File: src/rtl/io_lane_bridge_pkg.sv
// Shared width derivations for the lane/word bridge.
package io_bridge_pkg;

  function automatic int word_w(input int lane_w, input int beats);
    return lane_w * beats;
  endfunction

  function automatic int idx_w(input int beats);
    return (beats > 1) ? $clog2(beats) : 1;
  endfunction

  function automatic int cnt_w(input int depth);
    return $clog2(depth + 1);
  endfunction

endpackage

File: src/rtl/io_lane_bridge_sync_fifo_reg.sv
// DEPTH x WIDTH register FIFO with push/pop/count and a synchronous flush.
module sync_fifo_reg
  import io_bridge_pkg::*;
#(
  parameter  int WIDTH = 55,
  parameter  int DEPTH = 4,
  localparam int CNT_W = cnt_w(DEPTH)
) (
  input  logic             clk,
  input  logic             rst_n,
  input  logic             flush,
  input  logic             push,
  input  logic [WIDTH-1:0] push_data,
  input  logic             pop,
  output logic [WIDTH-1:0] pop_data,
  output logic             valid,
  output logic [CNT_W-1:0] count
);

  localparam int PTR_W = $clog2(DEPTH);

  logic [WIDTH-1:0] mem [DEPTH];
  logic [PTR_W-1:0] wr_ptr;
  logic [PTR_W-1:0] rd_ptr;
  logic             do_push;
  logic             do_pop;

  assign valid   = (count != '0);
  assign do_pop  = pop && valid;
  assign do_push = push && (count != CNT_W'(DEPTH));

  // Power-of-two DEPTH lets the pointers wrap by plain overflow.
  always_ff @(posedge clk) begin
    if (!rst_n || flush) begin
      wr_ptr <= '0;
      rd_ptr <= '0;
      count  <= '0;
    end else begin
      if (do_push) wr_ptr <= wr_ptr + PTR_W'(1);
      if (do_pop)  rd_ptr <= rd_ptr + PTR_W'(1);
      count <= count + CNT_W'(do_push) - CNT_W'(do_pop);
    end
  end

  // NOTE: storage is not reset; stale entries are never visible because
  // the read port is gated by valid, which comes from the reset count.
  always_ff @(posedge clk) begin
    if (do_push) mem[wr_ptr] <= push_data;
  end

  assign pop_data = valid ? mem[rd_ptr] : '0;

endmodule

File: src/rtl/io_lane_bridge.sv
// Bidirectional bridge: packs BEATS pad lane beats into FIFO'd words inbound,
// unpacks accelerator words into lane beats outbound.
module io_lane_bridge
  import io_bridge_pkg::*;
#(
  parameter  int LANE_W = 11,
  parameter  int BEATS  = 5,
  parameter  int DEPTH  = 4,
  localparam int WORD_W = word_w(LANE_W, BEATS),
  localparam int CNT_W  = cnt_w(DEPTH)
) (
  input  logic              clk,
  input  logic              rst_n,
  input  logic              flush,
  input  logic              in_lane_valid,
  input  logic [LANE_W-1:0] in_lane_data,
  output logic              in_lane_ready,
  output logic              in_word_valid,
  output logic [WORD_W-1:0] in_word_data,
  input  logic              in_word_ready,
  output logic [CNT_W-1:0]  in_count,
  output logic              in_partial,
  output logic              overrun,
  input  logic              out_word_valid,
  input  logic [WORD_W-1:0] out_word_data,
  output logic              out_word_ready,
  output logic              out_lane_valid,
  output logic [LANE_W-1:0] out_lane_data,
  input  logic              out_lane_ready
);

  localparam int IDX_W = idx_w(BEATS);
  localparam logic [IDX_W-1:0] LAST_IDX = IDX_W'(BEATS - 1);

  // ---------------- inbound packer ----------------
  logic [IDX_W-1:0]              in_idx;
  logic [BEATS-1:0][LANE_W-1:0]  in_acc;
  logic [BEATS-1:0][LANE_W-1:0]  in_word_next;
  logic                          in_is_last;
  logic                          in_take;
  logic                          fifo_push;
  logic                          fifo_pop;
  logic                          overrun_q;

  assign in_is_last = (in_idx == LAST_IDX);
  // Room is judged on the registered count only, so in_word_ready never
  // reaches in_lane_ready combinationally.
  assign in_lane_ready = !flush && (!in_is_last || (in_count < CNT_W'(DEPTH)));
  assign in_take       = in_lane_valid && in_lane_ready;
  assign fifo_push     = in_take && in_is_last;
  assign fifo_pop      = in_word_valid && in_word_ready && !flush;
  assign in_partial    = (in_idx != '0);
  assign overrun       = overrun_q;

  // NOTE: always_comb assigns a full default first so no path can infer a latch.
  always_comb begin
    in_word_next         = in_acc;
    in_word_next[in_idx] = in_lane_data;
  end

  // NOTE: sequential state uses non-blocking assignments so every register
  // samples pre-edge values regardless of statement order.
  always_ff @(posedge clk) begin
    if (!rst_n || flush) begin
      in_idx    <= '0;
      overrun_q <= 1'b0;
    end else begin
      if (in_lane_valid && !in_lane_ready) overrun_q <= 1'b1;
      if (in_take) in_idx <= in_is_last ? '0 : in_idx + IDX_W'(1);
    end
  end

  always_ff @(posedge clk) begin
    if (in_take) in_acc[in_idx] <= in_lane_data;
  end

  sync_fifo_reg #(
    .WIDTH (WORD_W),
    .DEPTH (DEPTH)
  ) u_fifo (
    .clk       (clk),
    .rst_n     (rst_n),
    .flush     (flush),
    .push      (fifo_push),
    .push_data (in_word_next),
    .pop       (fifo_pop),
    .pop_data  (in_word_data),
    .valid     (in_word_valid),
    .count     (in_count)
  );

  // ---------------- outbound unpacker ----------------
  logic [IDX_W-1:0]             out_idx;
  logic [BEATS-1:0][LANE_W-1:0] out_hold;
  logic                         out_busy;
  logic                         out_last;
  logic                         lane_take;
  logic                         word_take;

  assign out_last       = (out_idx == LAST_IDX);
  assign lane_take      = out_busy && out_lane_ready && !flush;
  // Accepting during the final beat handshake keeps words back-to-back.
  assign out_word_ready = !flush && (!out_busy || (out_lane_ready && out_last));
  assign word_take      = out_word_valid && out_word_ready;
  assign out_lane_valid = out_busy;
  assign out_lane_data  = out_busy ? out_hold[out_idx] : '0;

  always_ff @(posedge clk) begin
    if (!rst_n || flush) begin
      out_busy <= 1'b0;
      out_idx  <= '0;
    end else if (word_take) begin
      out_busy <= 1'b1;
      out_idx  <= '0;
    end else if (lane_take) begin
      if (out_last) out_busy <= 1'b0;
      out_idx <= out_last ? '0 : out_idx + IDX_W'(1);
    end
  end

  always_ff @(posedge clk) begin
    if (word_take) out_hold <= out_word_data;
  end

endmodule

File: config.mk
export PLATFORM = sky130hd
export DESIGN_NAME = io_lane_bridge
export DESIGN_NICKNAME = d
export VERILOG_FILES = /design/src/rtl/io_lane_bridge_pkg.sv /design/src/rtl/io_lane_bridge_sync_fifo_reg.sv /design/src/rtl/io_lane_bridge.sv
export SDC_FILE = /design/constraint.sdc
export NUM_CORES = 1
export LEC_CHECK = 0
export CORE_MARGIN = 5
export CORE_UTILIZATION = 40
export CTS_BUF_LIST = sky130_fd_sc_hd__clkbuf_4 sky130_fd_sc_hd__clkbuf_8
export CTS_CLUSTER_DIAMETER = 150
export DETAILED_ROUTE_END_ITERATION = 7
export PLACE_DENSITY = 0.61
export SETUP_SLACK_MARGIN = 0.02
export SLEW_MARGIN = 20
export SYNTH_ARGS = -nofsm -noshare
export SYNTH_HDL_FRONTEND = slang
export SYNTH_SLANG_ARGS = --single-unit
File: constraint.sdc
create_clock -name clk -period 7.9 [get_ports clk]
set_clock_uncertainty 0.2 [all_clocks]
set_input_delay 0.79 -clock clk [delete_from_list [all_inputs] [get_ports clk]]
set_output_delay 0.79 -clock clk [all_outputs]
set_load 0.02 [all_outputs]
# After elaboration in Yosys (flattened, before gate mapping)
# Memory sizes are Yosys's and may differ from the RTL's. A register that Yosys moved wholly into a read port is not among the register bits.
# Index checks and enable logic that the tools add are counted.
[totals]
wordCells = 75
output_inout_bits = 75
input_bits = 73
mem_bits_rw = 220
memories = 1
reg_bits = 125
[op_classes]
n_eq_ne = 3
mux = 16
n_lt_le_gt_ge = 4
n_reduce_logical = 28
addsub = 6
[memory_table]
columns = ["memory", "depth", "width", "rd", "rd_ports_with_merged_regs", "write_ports", "line", "source"]
rows = [
  ["u_fifo.mem", 4, 55, 1, 1, 1, "io_lane_bridge_sync_fifo_reg.sv:22", "logic [WIDTH-1:0] mem [DEPTH];"],
]
[op_table]
columns = ["op", "count"]
rows = [
  ["55-bit bitwise mux", 1],
  ["55-bit two-way mux", 1],
  ["11-bit binary-select mux with 3-bit select", 1],
  ["11-bit demux with 3-bit select", 1],
  ["11-bit two-way mux", 3],
  ["1-bit logical AND", 14],
  ["3-bit by 4-bit less-than comparator with 1-bit output, second input constant", 2],
  ["3-bit by 1-bit adder with 3-bit output, second input constant", 2],
  ["3-bit equality test, second input constant", 2],
  ["3-bit two-way mux", 2],
  ["3-bit nonzero test", 2],
  ["1-bit zero test", 5],
  ["1-bit two-way mux", 5],
  ["2-bit by 1-bit adder with 2-bit output, second input constant", 2],
  ["2-bit two-way mux", 2],
  ["2-bit nonzero test", 2],
  ["3-bit by 1-bit adder with 3-bit output", 1],
  ["3-bit by 1-bit >= comparator with 1-bit output, second input constant", 1],
  ["1-bit logical OR", 3],
  ["3-bit less-than comparator, second input constant", 1],
  ["3-bit != test, second input constant", 1],
  ["3-bit by 1-bit subtractor with 3-bit output", 1],
  ["2-bit AND reduction", 1],
  ["2-bit OR reduction", 1],
]

# Longest topological paths before layout
# Gate-level depths: netlist (run 1).
[logic_depth]
word_depth = 9
ltp_mapped = 10
ltp_nobuf = 10

# Hierarchy
# Synthesis (run 1) repeated with hierarchy kept, for this count alone.
[unflattened]
cells_unflattened = 698
area_unflattened_um2 = 13749.4
[modules_own_cells]
columns = ["module", "area_per_inst_um2", "n_inst", "cells_per_inst", "seq_area_each_um2"]
rows = [
  ["sync_fifo_reg", 8790.9, 1, 399, 6786.5],
  ["io_lane_bridge", 4958.5, 1, 299, 3463.3],
]

# Worst setup path before layout (run 1)
# OpenSTA, ideal clock, no wires.
[synth_timing]
path_type = "input to register"
from = "input flush"
to = "register in_acc[0] (netlist bit) (enable)"
setup_ps = 469
required_ps = 7231
t_arrival_ps = 3305
n_path_buf = 0
path_slack_ps = 3926
stages = 2
path_cell_list = "nand2b_1 nor2_1"
[synth_between]
elab_chain_cells = 3
[synth_rtl]
columns = ["element", "line", "source"]
rows = [
  ["start, declared", "io_lane_bridge.sv:14", "input logic flush,"],
  ["1-bit zero test", "io_lane_bridge.sv:48", "assign in_lane_ready = !flush && (!in_is_last || (in_count < CNT_W'(DEPTH)));"],
  ["1-bit logical AND", "io_lane_bridge.sv:48", ""],
  ["1-bit logical AND", "io_lane_bridge.sv:49", "assign in_take = in_lane_valid && in_lane_ready;"],
  ["end signal, assigned by index", "io_lane_bridge.sv:74", "if (in_take) in_acc[in_idx] <= in_lane_data;"],
  ["end, declared", "io_lane_bridge.sv:37", "logic [BEATS-1:0][LANE_W-1:0] in_acc;"],
]
# No other way between the ends.
# A chain may end at the register's enable or synchronous reset.

==> results.cfg, run 1 <==
[clocking]
clock_latency_ns = 0.58
cts_buffers = 56
cts-root-buf = clkbuf_8
cts_tree = yes
clkSinkCount = 347
cts_resized = 0
postCtsSetupBuffers = 0
h-tree-depth = 2
cts_buffer_depth = 3
clkTransAtPathRegs_ns = 0.06
cts_hold_buf = 0

[yosys]
async_reset_ff_share_pct = 0
synth_cell_types = 42
ys_seq_elements = 347
synth_top_area_share_pct = 72.3
syn_area_sq_um = 13700
synth_cells = 693
yosysTopAreaCell = edfxtp_1
synth_top_flop_cell = edfxtp_1
synth_nets = 777
synth.avg_cell_area_sq_um = 19.8
ys_seq_area_share_pct = 74.7
synth_edf_count = 330
synth_warnings = 0
synthTopCellsByArea = edfxtp_1 (72%), mux4_2 (9.0%), mux2_2 (5.6%), nor2b_1 (2.6%), dfxtp_1 (2.5%)

[sta]
rsz0062_at_grt = no
worst_pin_slew_ns = 0.944
maxSlewHeadroom_pct = 37.1
fin_setup_tns_ns = 0
finalHoldViolCount = 0
fmax_mhz = 233
finalSetupViolCount = 0
min_period_ns = 4.29
maxSlewViolCount = 0
period_share_pct = 54.3

[die]
num_io_pins = 148
die_area_sq_um = 38100
core_sq_um = 33700
die_h_um = 195
num_rows = 67
die_w_um = 195
initial_core_util_pct = 40.7

[global_route]
grt_pass1_vias = 7429
antenna_found_initial = 1
grt_max_degree = 59
grt_use_total_pct = 14.5
grt_pass1_wl_um = 43400
gr-total-overflow = 0

[setup_path]
cp_data_arrival_time_ns = 3.30
r2r_end = u_fifo.mem[0][12]
crit_end = in_word_data[10]
cp_max_fo = 36
ff2ff_path_depth = 4
critical_path_class = reg2out
r2r_setup_slack_ns = 5.32
crit_required_ns = 6.91
cp-start-kind = register
end_kind = output pin
r2r-start = in_idx[1]

[layout]
seq_area_sq_um = 10300
drive_above_1_share_pct = 27.4
multiInputGateArea_sq_um = 3280
most-common-layout-cells = edfxtp_1 (330), clkdlybuf4s50_1 (147), mux2_2 (68)
syn_to_final_growth_pct = 22.4
fin_cells = 1373
final_cell_area_sq_um = 16800
layout.nets = 961
fillers = 2860
layout_commonest_cell = edfxtp_1

[power]
p_leak_nw = 5.38
ir_worst_vdd_mv = 0.131
power.density_nw_per_um2 = 217

[route]
ant_nets = 0
viasPerCell = 5.03
wl_um = 28000
wl_per_cell_um = 20.4
vias = 6910
drtIter0Drc = 391
dr.pass1.iters = 4
drcViolationCount = 0

[worst_hold_path]
hold_class = reg2reg
hp-start = overrun

[run]
maxCapViolCount = 0

[place]
port_buffers = 147
place_congestion = 0.728
dp_hpwl_um = 16100
dpl-instance-area_sq_um = 15700
place_inst = 1267

[run_status]
status = finished clean
registers in the layout, indices dropped and copies added (netlist names), named ones only:
signal,cells
u_fifo.rd_ptr,2
u_fifo.count,3
out_lane_valid,1
out_hold,55
out_idx,3
in_acc,55
overrun,1
in_idx,3
u_fifo.mem,220
u_fifo.wr_ptr,2
cells by family after synthesis:
family	Yosys count	synth area share, %
compound gates	33	1.58
xor+xnor	3	0.192
fa+ha+maj	11	1.06
buf+inv	45	1.72
flops	347	74.7
mux	133	15.7
simple gates	121	4.99
cell type report:
type	instances	share of cell area (%)
well taps	448	3.34
repair buffers	157	9.21
multi-input cells	301	19.5
flip-flops and latches	347	61.1
diodes	1	0.0149
clock inverters	21	0.663
clock buffers	84	5.84
inverters	14	0.313
per-stage QoR:
| step | utilization, % | total power, mW | setup WS [ns] | hold WS (ns) |
|---|---|---|---|---|
| after floorplan | - | 2.13 | 3.93 | 0.259 |
| after global routing | 49.8 | 3.78 | 3.31 | 0.343 |
| after CTS | 49.8 | 3.69 | 3.47 | 0.297 |
| after detailed placement | 46.6 | 2.20 | 4.11 | 0.282 |
| after global placement | 46.6 | 2.20 | 4.11 | 0.258 |
| final | 49.8 | 3.64 | 3.61 | 0.286 |
layer usage:
metal  part of all wire, %  track usage [%]
met5                     0                0
met4                   1.4             3.18
met3                   6.5             3.65
met2                    48             24.1
met1                    44             19.6
how the worst min path moves through the flow:
| stage | end | slack (ns) | depth (start not counted) |
|---|---|---|---|
| after CTS | overrun | 0.30 | 2 |
| after detailed placement | overrun | 0.28 | 2 |
| after floorplan | register | 0.26 | 2 |
| after global placement | overrun | 0.26 | 2 |
| final | overrun | 0.29 | 2 |
| after global routing | register | 0.34 | 2 |
cell usage after synthesis (all sizes together), types with 2 or more instances:
master / number
nor2: 9
nor2b: 57
nand4: 4
a311oi: 2
inv: 14
or3: 2
nor3: 5
mux4: 55
clkbuf: 10
buf: 21
mux2: 78
nand2: 26
edfxtp: 330
xnor2: 2
a22oi: 10
and3: 6
o21ai: 6
nand2b: 2
a21oi: 8
and2: 3
o31ai: 3
dfxtp: 17
ha: 10
nand3: 2
power by group:
| part | leakage [nW] | switching, mW | internal (mW) |
|---|---|---|---|
| Clock | 0.586 | 0.685 | 0.799 |
| Combinational | 1.65 | 0.0584 | 0.0562 |
| Sequential | 3.14 | 0.00589 | 2.04 |
worst max-delay path, stage by stage (launching register included):
cell and delay, ns:
dfxtp_4 0.62, buf_4 0.71, mux4_2 0.59, nor2b_1 0.17, clkdlybuf4s50_1 0.60
No activity file was read; power rests on OpenSTA's default activity.
==> run 2, diff against run 1 <==
--- a/config.mk
+++ b/config.mk
@@ -10,7 +10,7 @@
 export CTS_BUF_LIST = sky130_fd_sc_hd__clkbuf_4 sky130_fd_sc_hd__clkbuf_8
 export CTS_CLUSTER_DIAMETER = 150
 export DETAILED_ROUTE_END_ITERATION = 7
-export PLACE_DENSITY = 0.61
+export PLACE_DENSITY = 0.63
 export SETUP_SLACK_MARGIN = 0.02
 export SLEW_MARGIN = 20
 export SYNTH_ARGS = -nofsm -noshare
==> constraint.sdc (replaced) <==
create_clock -name clk -period 3.6 [get_ports clk]
set_clock_uncertainty 0.2 [all_clocks]
set_input_delay 0.36 -clock clk [delete_from_list [all_inputs] [get_ports clk]]
set_output_delay 0.36 -clock clk [all_outputs]
set_load 0.02 [all_outputs]
==> run 2 against run 1 <==
Final area grew 0.93%; clock power grew 120%; die area is the same; register-to-register slack lost 4.2 ns; flip-flop and latch count is the same; sequential power grew 120%; global-route usage shrank 0.18 points; power grew 120%; count of clock-buffer cells in the layout shrank 1; via count grew 0.84%; sequential share of layout area shrank 0.57 points.
==> results.cfg, run 2 (synthesized netlist as in run 1, its figures left out) <==
[sta]
fmax_mhz = 307
finalSetupViolCount = 0
rsz0062_at_grt = no
worst_pin_slew_ns = 0.764
period_share_pct = 90.4
maxSlewViolCount = 0
fin_setup_tns_ns = 0
finalHoldViolCount = 0
maxSlewHeadroom_pct = 49.1
min_period_ns = 3.26

[setup_path]
cp.depth = 4
r2r_setup_slack_ns = 1.10
slowest_delay_ns = 0.62
cp-start-kind = register
critical_path_class = reg2out
ff2ff_path_depth = 10
cp_max_fo = 23
r2r_end = u_fifo.count[2]
crit_path_top_delay_cell = clkdlybuf4s50_1
crit_end = in_word_data[4]
crit_family = buffers and inverters
cp_data_arrival_time_ns = 2.70
crit_required_ns = 3.04
path_cells = buf_4 -> mux4_2 -> nor2b_1 -> clkdlybuf4s50_1
end_kind = output pin
r2r-start = in_idx[1]
cp.buffers_inverters = 2

[die]
die_h_um = 195
die_w_um = 195
num_io_pins = 148
num_rows = 67
die_area_sq_um = 38100
initial_core_util_pct = 40.7
core_sq_um = 33700

[layout]
largest_register = u_fifo.mem
antenna_cells = 0
top_regs = u_fifo.mem: 220 flops, in_acc: 55 flops, out_hold: 55 flops
layout_commonest_cell = edfxtp_1
fillers = 2751
drive_above_1_share_pct = 27.9
layout.nets = 972
largest_reg_flops = 220
syn_to_final_growth_pct = 23.6
most-common-layout-cells = edfxtp_1 (330), clkdlybuf4s50_1 (147), mux2_2 (68)

[route]
wl_per_cell_um = 20.0
ant_nets = 0
viasPerCell = 5.05
drtIter0Drc = 358
dr.pass1.iters = 4
vias = 6968
drcViolationCount = 0
wl_um = 27700

[place]
dp_hpwl_um = 16700
port_buffers = 147
place_congestion = 0.727

[power]
power.density_nw_per_um2 = 472
ir_worst_vdd_mv = 0.260
power_mw = 8.00
p_leak_nw = 5.47

[clocking]
cts_tree = yes
h-tree-depth = 2
clkTransAtPathRegs_ns = 0.06
cts_hold_buf = 0
clkSinkCount = 347
cts-root-buf = clkbuf_8
cts_resized = 0
cts_buffers = 57
postCtsSetupBuffers = 0
cts_buffer_depth = 3
clock_latency_ns = 0.58

[global_route]
gr-total-overflow = 0
antenna_found_initial = 0
grt_busiest_layer = met2
grt_max_degree = 59
grt_pass1_vias = 7429
grt_use_total_pct = 14.3
grt_use_met1_pct = 18.6
grt_pass1_wl_um = 42800
grtUsageMet3_pct = 4.48
grt_use_met2_pct = 24.0

[worst_hold_path]
hold_class = in2reg

[run]
maxCapViolCount = 0

[run_status]
status = finished clean
-- run 2: cell types whose count changed in the layout (fill, tap and decap cells not counted), sizes merged --
cell,previous run,this run
buf,10,20
clkinvlp,2,1
clkbuf,84,83
diode,1,0
clkinv,17,18
-- run 2: final cells by class --
type	instances	area, sq um	share of cell area [%]
Sequential cell	347	10300	60.5
Multi-Input combinational cell	301	3270	19.3
Timing Repair Buffer	167	1700	10.0
Clock buffer	83	998	5.89
Tap cell	448	561	3.31
Clock inverter	21	114	0.672
Inverter	14	52.6	0.310
-- run 2: through the flow --
step | setup slack, ns | hold slack, ns | cells | util (%) | area (sq um)
after floorplan | 0.232 | 0.259 | 693 | - | 13700
after global placement | 0.736 | 0.256 | 1277 | 47.0 | 15800
after detailed placement | 0.700 | 0.301 | 1277 | 47.0 | 15800
after CTS | 0.250 | 0.0859 | 1381 | 50.3 | 16900
after global routing | 0.146 | 0.0840 | 1381 | 50.3 | 16900
final | 0.344 | 0.135 | 1381 | 50.3 | 16900
-- run 2: where the power goes --
part / switching, mW / internal (mW) / total (mW)
combinational: 0.126 / 0.126 / 0.251
sequential: 0.0124 / 4.48 / 4.49
clock: 1.48 / 1.79 / 3.26
total: 1.61 / 6.39 / 8.00
-- run 2: worst min path at each step --
stage | startpoint | endpoint | cells after the start
5_1_grt | out_word_data[10] | out_hold[10] | 1
3_5_place_dp | overrun | overrun | 2
6_report | out_word_data[25] | out_hold[25] | 1
3_3_place_gp | overrun | overrun | 2
4_1_cts | out_word_data[22] | out_hold[22] | 1
2_1_floorplan | out_word_data[0] | out_hold[0] | 0
-- run 2: layer usage --
| metal | vias to the layer above | share of wire [%] |
|---|---|---|
| met1 | 3588 | 42 |
| met4 | 0 | 1.0 |
| met5 | - | 0 |
| met2 | 203 | 49 |
| met3 | 30 | 7.2 |
| li1 | 3147 | - |
==> run 3, diff against run 2 <==
--- a/config.mk
+++ b/config.mk
@@ -5,6 +5,7 @@
 export SDC_FILE = /design/constraint.sdc
 export NUM_CORES = 1
 export LEC_CHECK = 0
+export CORE_ASPECT_RATIO = 0.75
 export CORE_MARGIN = 5
 export CORE_UTILIZATION = 40
 export CTS_BUF_LIST = sky130_fd_sc_hd__clkbuf_4 sky130_fd_sc_hd__clkbuf_8
==> run 3 against run 2 <==
Flip-flop and latch count stayed put; setup slack worse by 0.11 ns; combinational power is 2% higher; non-clock buffer count is 1 higher; core utilization is 0.086 points higher; critical path type unchanged; via count is 0.72% higher; final area hardly changed; global-route usage is 0.97 points higher; wire length is 4.5% higher; register-to-register slack worse by 0.02 ns; worst hold slack worse by 0.021 ns; critical endpoint is now in_word_data[18].
==> results.cfg, run 3 (synthesized netlist as in run 1, its figures left out) <==
[route]
wl_um = 28900
dr.pass1.iters = 4
vias = 7018
viasPerCell = 5.09
ant_nets = 0
drtIter0Drc = 415
drcViolationCount = 0
wl_per_cell_um = 21.0

[layout]
fin_cells = 1378
syn_to_final_growth_pct = 23.7
top_regs = u_fifo.mem: 220 flops, in_acc: 55 flops, out_hold: 55 flops
largest_register = u_fifo.mem
final_core_util_pct = 50.4
final_cell_area_sq_um = 17000
layout.nets = 971
largest_reg_flops = 220
multiInputGateArea_sq_um = 3260
antenna_cells = 0
drive_above_1_share_pct = 27.0
layout_commonest_cell = edfxtp_1
fillers = 2789
most-common-layout-cells = edfxtp_1 (330), clkdlybuf4s50_1 (147), mux2_2 (68)
seq_area_sq_um = 10300

[clocking]
h-tree-depth = 2
cts_resized = 0
cts_hold_buf = 0
cts_buffers = 55
postCtsSetupBuffers = 0
cts_tree = yes
cts-root-buf = clkbuf_8
clkTransAtPathRegs_ns = 0.07
cts_buffer_depth = 3
clock_latency_ns = 0.59
clkSinkCount = 347

[sta]
finalHoldViolCount = 0
fmax_mhz = 297
period_share_pct = 93.6
maxSlewViolCount = 0
min_period_ns = 3.37
finalSetupViolCount = 0
fin_setup_tns_ns = 0
maxSlewHeadroom_pct = 26.5
holdWs_ns = 0.114
fin_ws_ns = 0.230
worst_pin_slew_ns = 1.10
rsz0062_at_grt = no

[die]
die_area_sq_um = 38100
die_w_um = 224
die_h_um = 170
core_sq_um = 33700
num_io_pins = 148
num_rows = 58
initial_core_util_pct = 40.7

[setup_path]
cp-start-kind = register
end_kind = output pin
cp_data_arrival_time_ns = 2.81
crit_required_ns = 3.04
r2r_setup_slack_ns = 1.08
cp_max_fo = 20
critical_path_class = reg2out

[power]
power.density_nw_per_um2 = 467
ir_worst_vdd_mv = 0.224
p_leak_nw = 5.45
power_mw = 7.92

[global_route]
grt_pass1_wl_um = 44800
grt_max_degree = 59
grt_pass1_vias = 7481
gr-total-overflow = 0
antenna_found_initial = 4
grt_use_total_pct = 15.3

[run_status]
status = finished clean

[place]
dpl-instance-area_sq_um = 15900
pre_cts_ws_ns = 0.735
dp_hpwl_um = 17800
place_inst = 1280
port_buffers = 147
place_congestion = 0.752

[run]
maxCapViolCount = 0

[worst_hold_path]
hold_class = in2reg
==> run 3: cell types whose count changed in the layout (fill, tap and decap cells not counted), sizes merged <==
cell      previous run  this run
clkbuf              83        72
clkinv              18        22
clkinvlp             1         2
bufinv               0         1
inv                 16        15
buf                 20        21
==> run 3: layout make-up <==
type	instances	area share (%)
tap	450	3.32
sequential	347	60.5
timing repair buffer	168	10.6
clock inverter	26	0.856
inverter	14	0.310
multi-input combinational	301	19.2
clock buffer	72	5.25
==> run 3: critical path, stage by stage (launching register included) <==
cell	delay, ns
dfxtp_4	0.61
buf_4	0.33
mux4_2	0.55
nor2b_1	0.15
clkdlybuf4s50_1	0.55
==> run 3: worst paths after layout <==
| path | startpoint | end | cells after the start |
|---|---|---|---|
| worst min-delay path | out_word_data[9] | out_hold[9] | 1 |
| worst min register to register | overrun | overrun | 2 |
| worst max-delay path | register | in_word_data[18] | 4 |
| worst max register to register | in_idx[0] | u_fifo.mem[1][26] | 5 |
==> run 3: metal layers <==
metal	GRT usage (%)	up-vias	part of all wire, %
met4	4.58	0	1.7
met1	21.7	3658	45
met2	24.7	174	49
met3	2.74	41	4.8
li1	-	3145	-
met5	0	-	0
==> run 3: power breakdown <==
group | total [mW] | switching, mW | internal, mW
clock | 3.17 | 1.49 | 1.68
sequential | 4.49 | 0.0128 | 4.47
combinational | 0.255 | 0.129 | 0.126
total | 7.92 | 1.64 | 6.28
